## src/rtl/uartrx_pkg.sv

```systemverilog
// Shared definitions for the UART receive controller: state encoding,
// default sizing and the half-bit timing derivation.
package uartrx_pkg;

    localparam int DATA_BITS_DEF    = 8;
    localparam int CLKS_PER_BIT_DEF = 10;
    localparam int SYNC_STAGES_DEF  = 2;

    // Receive sequencer states.
    typedef enum logic [2:0] {
        S_IDLE       = 3'd0,
        S_START_CHK  = 3'd1,
        S_RECEIVE    = 3'd2,
        S_STOP_CHK   = 3'd3,
        S_BREAK_WAIT = 3'd4
    } uartrx_state_e;

    // Plain vector constants of the same encoding, so the FSM register can
    // stay a raw logic vector and still decode illegal codes explicitly.
    localparam logic [2:0] IDLE       = S_IDLE;
    localparam logic [2:0] START_CHK  = S_START_CHK;
    localparam logic [2:0] RECEIVE    = S_RECEIVE;
    localparam logic [2:0] STOP_CHK   = S_STOP_CHK;
    localparam logic [2:0] BREAK_WAIT = S_BREAK_WAIT;

    // Start bit is re-sampled this many clocks after the falling edge.
    function automatic int half_bit(input int clks_per_bit);
        return clks_per_bit / 2;
    endfunction

endpackage

```

## src/rtl/uartrx_sync_edge.sv

```systemverilog
// Serial line synchroniser and start-edge detector. All flops reset to the
// idle line level (1) so no false start edge appears after reset.
module uartrx_sync_edge
    import uartrx_pkg::*;
#(
    parameter int SYNC_STAGES = SYNC_STAGES_DEF
) (
    input  logic clk,
    input  logic rst,
    input  logic serial_in,
    output logic sync,
    output logic start_edge
);

    logic [SYNC_STAGES-1:0] chain_reg;
    logic                   prev_reg;

    // Shift the raw line through the synchroniser and keep one delayed copy.
    always_ff @(posedge clk) begin
        if (rst) begin
            chain_reg <= '1;
            prev_reg  <= 1'b1;
        end else begin
            chain_reg <= {chain_reg[SYNC_STAGES-2:0], serial_in};
            prev_reg  <= chain_reg[SYNC_STAGES-1];
        end
    end

    assign sync       = chain_reg[SYNC_STAGES-1];
    assign start_edge = prev_reg & ~sync;

endmodule

```

## src/rtl/uartrx_controller.sv

```systemverilog
// UART receive control unit: validates the start bit, sequences the external
// bit timer and shift register, checks the stop bit and keeps host status.
module uartrx_controller
    import uartrx_pkg::*;
#(
    parameter int DATA_BITS    = DATA_BITS_DEF,
    parameter int CLKS_PER_BIT = CLKS_PER_BIT_DEF,
    parameter int SYNC_STAGES  = SYNC_STAGES_DEF
) (
    input  logic                 clk,
    input  logic                 rst,
    input  logic                 serial_in,
    input  logic                 packet_done,
    input  logic                 stop_bit,
    input  logic [DATA_BITS-1:0] packet_data,
    input  logic                 data_read,
    output logic                 enable_timer,
    output logic                 timer_clear,
    output logic [DATA_BITS-1:0] rx_data,
    output logic                 data_ready,
    output logic                 overrun_error,
    output logic                 framing_error
);

    localparam int HALF_BIT = half_bit(CLKS_PER_BIT);
    localparam int HCNT_W   = (HALF_BIT > 1) ? $clog2(HALF_BIT) : 1;
    localparam logic [HCNT_W-1:0] HCNT_LAST = HCNT_W'(HALF_BIT - 1);

    logic                 sync;
    logic                 start_edge;
    logic [2:0]           state_reg, state_next;
    logic [HCNT_W-1:0]    hcnt_reg, hcnt_next;
    logic                 half_done;
    logic                 load_word;
    logic                 frame_bad;
    logic                 host_ack;
    logic                 start_accept;
    logic [DATA_BITS-1:0] rx_data_reg;
    logic                 data_ready_reg;
    logic                 overrun_reg;
    logic                 framing_reg;

    uartrx_sync_edge #(
        .SYNC_STAGES(SYNC_STAGES)
    ) u_sync_edge (
        .clk       (clk),
        .rst       (rst),
        .serial_in (serial_in),
        .sync      (sync),
        .start_edge(start_edge)
    );

    assign half_done    = (hcnt_reg == HCNT_LAST);
    assign start_accept = (state_reg == IDLE) && start_edge;
    assign load_word    = (state_reg == STOP_CHK) && stop_bit;
    assign frame_bad    = (state_reg == STOP_CHK) && !stop_bit;
    assign host_ack     = data_read && data_ready_reg;

    // Next-state and half-bit counter logic; unknown codes fall back to IDLE.
    always_comb begin
        state_next = state_reg;
        hcnt_next  = hcnt_reg;
        case (state_reg)
            IDLE: begin
                if (start_edge) begin
                    state_next = START_CHK;
                    hcnt_next  = '0;
                end
            end
            START_CHK: begin
                hcnt_next = hcnt_reg + HCNT_W'(1);
                if (half_done) begin
                    state_next = sync ? IDLE : RECEIVE;
                end
            end
            RECEIVE: begin
                if (packet_done) begin
                    state_next = STOP_CHK;
                end
            end
            STOP_CHK: begin
                state_next = stop_bit ? IDLE : BREAK_WAIT;
            end
            BREAK_WAIT: begin
                // A held-low line must return high before a new start counts.
                if (sync) begin
                    state_next = IDLE;
                end
            end
            default: begin
                state_next = IDLE;
            end
        endcase
    end

    // State and half-bit counter registers.
    always_ff @(posedge clk) begin
        if (rst) begin
            state_reg <= IDLE;
            hcnt_reg  <= '0;
        end else begin
            state_reg <= state_next;
            hcnt_reg  <= hcnt_next;
        end
    end

    // Host-side status: a load always wins over a coincident acknowledge.
    always_ff @(posedge clk) begin
        if (rst) begin
            rx_data_reg    <= '0;
            data_ready_reg <= 1'b0;
            overrun_reg    <= 1'b0;
            framing_reg    <= 1'b0;
        end else begin
            if (load_word) begin
                rx_data_reg <= packet_data;
            end
            data_ready_reg <= load_word | (data_ready_reg & ~data_read);
            overrun_reg    <= (load_word & data_ready_reg & ~data_read)
                            | (overrun_reg & ~host_ack);
            if (start_accept) begin
                framing_reg <= 1'b0;
            end else if (frame_bad) begin
                framing_reg <= 1'b1;
            end
        end
    end

    // Timer controls decode only registered state, never the raw line.
    assign enable_timer  = (state_reg == RECEIVE);
    assign timer_clear   = (state_reg == START_CHK) && half_done && !sync;

    assign rx_data       = rx_data_reg;
    assign data_ready    = data_ready_reg;
    assign overrun_error = overrun_reg;
    assign framing_error = framing_reg;

endmodule
```

## config.mk

```make
export PLATFORM = sky130hd
export DESIGN_NAME = uartrx_controller
export DESIGN_NICKNAME = d
export VERILOG_FILES = /design/src/rtl/uartrx_pkg.sv /design/src/rtl/uartrx_sync_edge.sv /design/src/rtl/uartrx_controller.sv
export SDC_FILE = /design/constraint.sdc
export NUM_CORES = 1
export LEC_CHECK = 0
export BUFFER_PORTS_ARGS = -buffer_cell sky130_fd_sc_hd__buf_2
export CAP_MARGIN = 20
export CORE_MARGIN = 2
export CORE_UTILIZATION = 48
export CTS_CLUSTER_DIAMETER = 150
export DETAILED_ROUTE_END_ITERATION = 10
export PLACE_DENSITY = 0.76
export SETUP_SLACK_MARGIN = 0.2
export SLEW_MARGIN = 20
export SYNTH_ARGS = -nofsm -noshare
export SYNTH_HDL_FRONTEND = slang
export SYNTH_HIERARCHICAL = 1
export SYNTH_SLANG_ARGS = --single-unit
```

## constraint.sdc

```tcl
create_clock -name clk -period 1.5 [get_ports clk]
set_input_delay 0.225 -clock clk [delete_from_list [all_inputs] [get_ports clk]]
set_output_delay 0.225 -clock clk [all_outputs]
set_load 0.005 [all_outputs]
```

==> run_results.csv <==
group,metric,value,unit
routing,vias,794,
worst_setup_path,critPathCaptureType,"primary output",
status,violations,"setup timing",
logic_synthesis,syn_avg_cell_area,8.86,um2
place,portBuffers,26,
global_route,grt_first_pass_wirelength,2.74,mm
sta,finalHoldViolCount,0,
sta,fmax,0.663,GHz
routing,drt_iter0_drc,10,
logic_synthesis,post-synth-top-count-cell,"dfxtp_1",
logic_synthesis,synthTopCellsByArea,"dfxtp_1 47%, nand2_1 8.3%, a21oi_1 7.6%, ha_1 2.9%, a211oi_1 2.6%",
global_route,use_met3,3.92,%
clock_tree,cts-root-buf,"clkbuf_4",
logic_synthesis,synth_edf_count,0,
logic_synthesis,synthArstFlopShare,0,%
global_route,grt_usage,18.5,%
global_route,top_usage_layer,"met2",
place,pre_cts_slack,0.104,ns
global_route,grtUsageMet1,21.8,%
worst_setup_path,cp.arrival,1.28,ns
layout,fillers,126,
pwr,p_per_area,1260,nW/um2
floorplanning,dieArea,2150,um2
layout,n_antenna_cell,0,
routing,route.detailed.drc,0,
sta,clock_skew,0.000735,ns
logic_synthesis,synth_compound_area_share,14.8,%
clock_tree,cts_buffers,3,
logic_synthesis,synthAdderAreaFrac,2.91,%
worst_setup_path,critPathMaxFanout,2,
logic_synthesis,yosysTopAreaCell,"dfxtp_1",
sta,maxSlewViolCount,0,
sta,relSlewSlack,72.0,%
logic_synthesis,synth_seq_cells,20,
floorplanning,start_util,50.3,%
job,max-cap-violations,0,
clock_tree,cts-hold-fix-buffers,0,
global_route,antenna_found_initial,0,
global_route,grt_overflow,0,
layout,regArea,414,um2
global_route,grt_max_degree,21,
sta,fin_setup_tns,-0.00844,ns
floorplanning,io_pins,27,
clock_tree,cts_sinks,20,
place,place.gp.congestion,0.853,
floorplanning,num_rows,15,
logic_synthesis,synth_top_area_share,46.6,%
layout,area_growth,45.9,%
global_route,grt_pass1_vias,635,
pwr,leakage,0.548,nW
logic_synthesis,yosys.area_share.simple,29.5,%
clock_tree,cts_tree,"yes",
floorplanning,die-width,46.3,um
layout,drive_gt1_share,51.9,%
routing,routed_wl,1.94,mm
status,status,"finished, violations left",
sta,min_period,1.51,ns
sta,fin_crit_sh,101,%
logic_synthesis,syn_nets,113,
sta,tightest_slew,0.421,ns
sta,fin_ws,-0.00844,ns
floorplanning,die_height,46.3,um
sta,setup_violations,1,
pwr,irDropWorstVdd,0.952,mV
routing,detail-route-antenna-nets,0,
pwr,power,1.58,mW
floorplanning,core_region_area,1710,um2
sta,grt_setup_unrepaired,"true",
logic_synthesis,synth_common_cells,"20 x dfxtp_1, 19 x nand2_1, 13 x a21oi_1",
clock_tree,h-tree-depth,1,
global_route,gr-usage-met2,31.7,%
place,hpwl,1.24,mm
worst_setup_path,crit_chain,"or3b_4 > nor3_2 > buf_2",
clock_tree,clk_latency,0.30,ns
worst_setup_path,cp.required,1.27,ns
routing,post_drt_wl_per_cell,12.2,um
logic_synthesis,ys.flop_type,"dfxtp_1",
routing,viasPerCell,4.96,
logic_synthesis,netlist_area,860,um2
logic_synthesis,yosysWarningCount,6,
hold_path,hold_path.class,"in2reg",
logic_synthesis,syn_inst,97,
layout,nets,152,
logic_synthesis,synth_top_family_by_area,"simple AND/OR/NAND/NOR gates",
layout,multi_input_area,497,um2
logic_synthesis,synth.distinct_cells,33,
routing,drt_pass1_iterations,4,
sta,hold_slack,0.0984,ns
worst_setup_path,startpoint_type,"flop",
logic_synthesis,seq_area_frac_synth,46.6,%
worst_setup_path,critical_path_class,"reg2out",
worst_setup_path,cp_slowest_stage_delay,0.40,ns
clock_tree,cts.path.max_buffers,2,
worst_setup_path,slowest_stage,"or3b_4",
logic_synthesis,synthXorXnorAreaFrac,0,%
clock_tree,clkTransAtPathRegs,0.12,ns
layout,largest_reg_flops,8,
logic_synthesis,synthMuxAreaShare,1.16,%
==> metrics by stage <==
stage	std cells	utilization [%]	cell area (um2)
finish	160	73.4	1250
floorplan	97	-	865
detailed placement	147	60.0	1020
global route	160	73.4	1250
global placement	147	60.0	1020
CTS	157	68.0	1160
==> cells in the final DEF (no fill, tap or decap), types with 2 or more instances in the layout <==
cell       n
a21oi_1    7
buf_2     27
nand2_1   15
a211oi_2   2
dfxtp_4    3
dfxtp_2    2
ha_1       2
buf_4      6
inv_1      3
nand2_2    2
dfxtp_1   15
a21oi_2    6
buf_6      6
nand2_4    3
or2_1      3
nor2_1     4
nand2b_1   2
clkbuf_4   3
==> metal layers <==
metal / part of all wire (%) / wire length, um
met3: 5.1 / 100
met2: 52 / 1010
met1: 42 / 824
met4: 0.62 / 12
met5: 0 / 0
==> worst paths after layout <==
check / depth (start not counted) / end / slack [ns] / startpoint
worst max-delay path: 3 / timer_clear / -0.008 / state_reg[1]
worst max register to register: 5 / framing_error / 0.13 / state_reg[2]
worst min-delay path: 2 / u_sync_edge/chain_reg[0] / 0.1 / serial_in
worst min register to register: 1 / u_sync_edge/chain_reg[1] / 0.42 / u_sync_edge/chain_reg[0]
==> logic make-up after synthesis <==
logic type	count (synthesis)
AOI/OAI and AO/OA	21
adders and majority gates	2
buffers and inverters	8
DFF	20
muxes	1
and+or+nand+nor	45
==> layout make-up <==
class	instances	share of cell area [%]
Timing Repair Buffer	39	19.8
Sequential cell	20	33.0
Inverter	3	0.898
Clock buffer	3	1.80
Clock inverter	1	2.40
Tap cell	25	2.50
Multi-Input combinational cell	69	39.6
==> timing repair <==
action	CTS	global route
pin swaps	3	10
setup buffers	6	2
setup endpoints to repair	13	17
hold endpoints to repair	0	0
gates cloned	0	1
gates resized for setup	14	21
==> power breakdown <==
group	switching, mW	internal (mW)
Combinational	0.260	0.260
Clock	0.172	0.270
Sequential	0.0354	0.586
Total	0.468	1.12
==> critical path: cells and delay by family, from the launching register on <==
family / cells / cell delay [ns]
buffers and inverters: 1 / 0.13
flip-flops: 1 / 0.36
AND/OR/NAND/NOR: 2 / 0.50
Power figures use the tool's default switching activity.
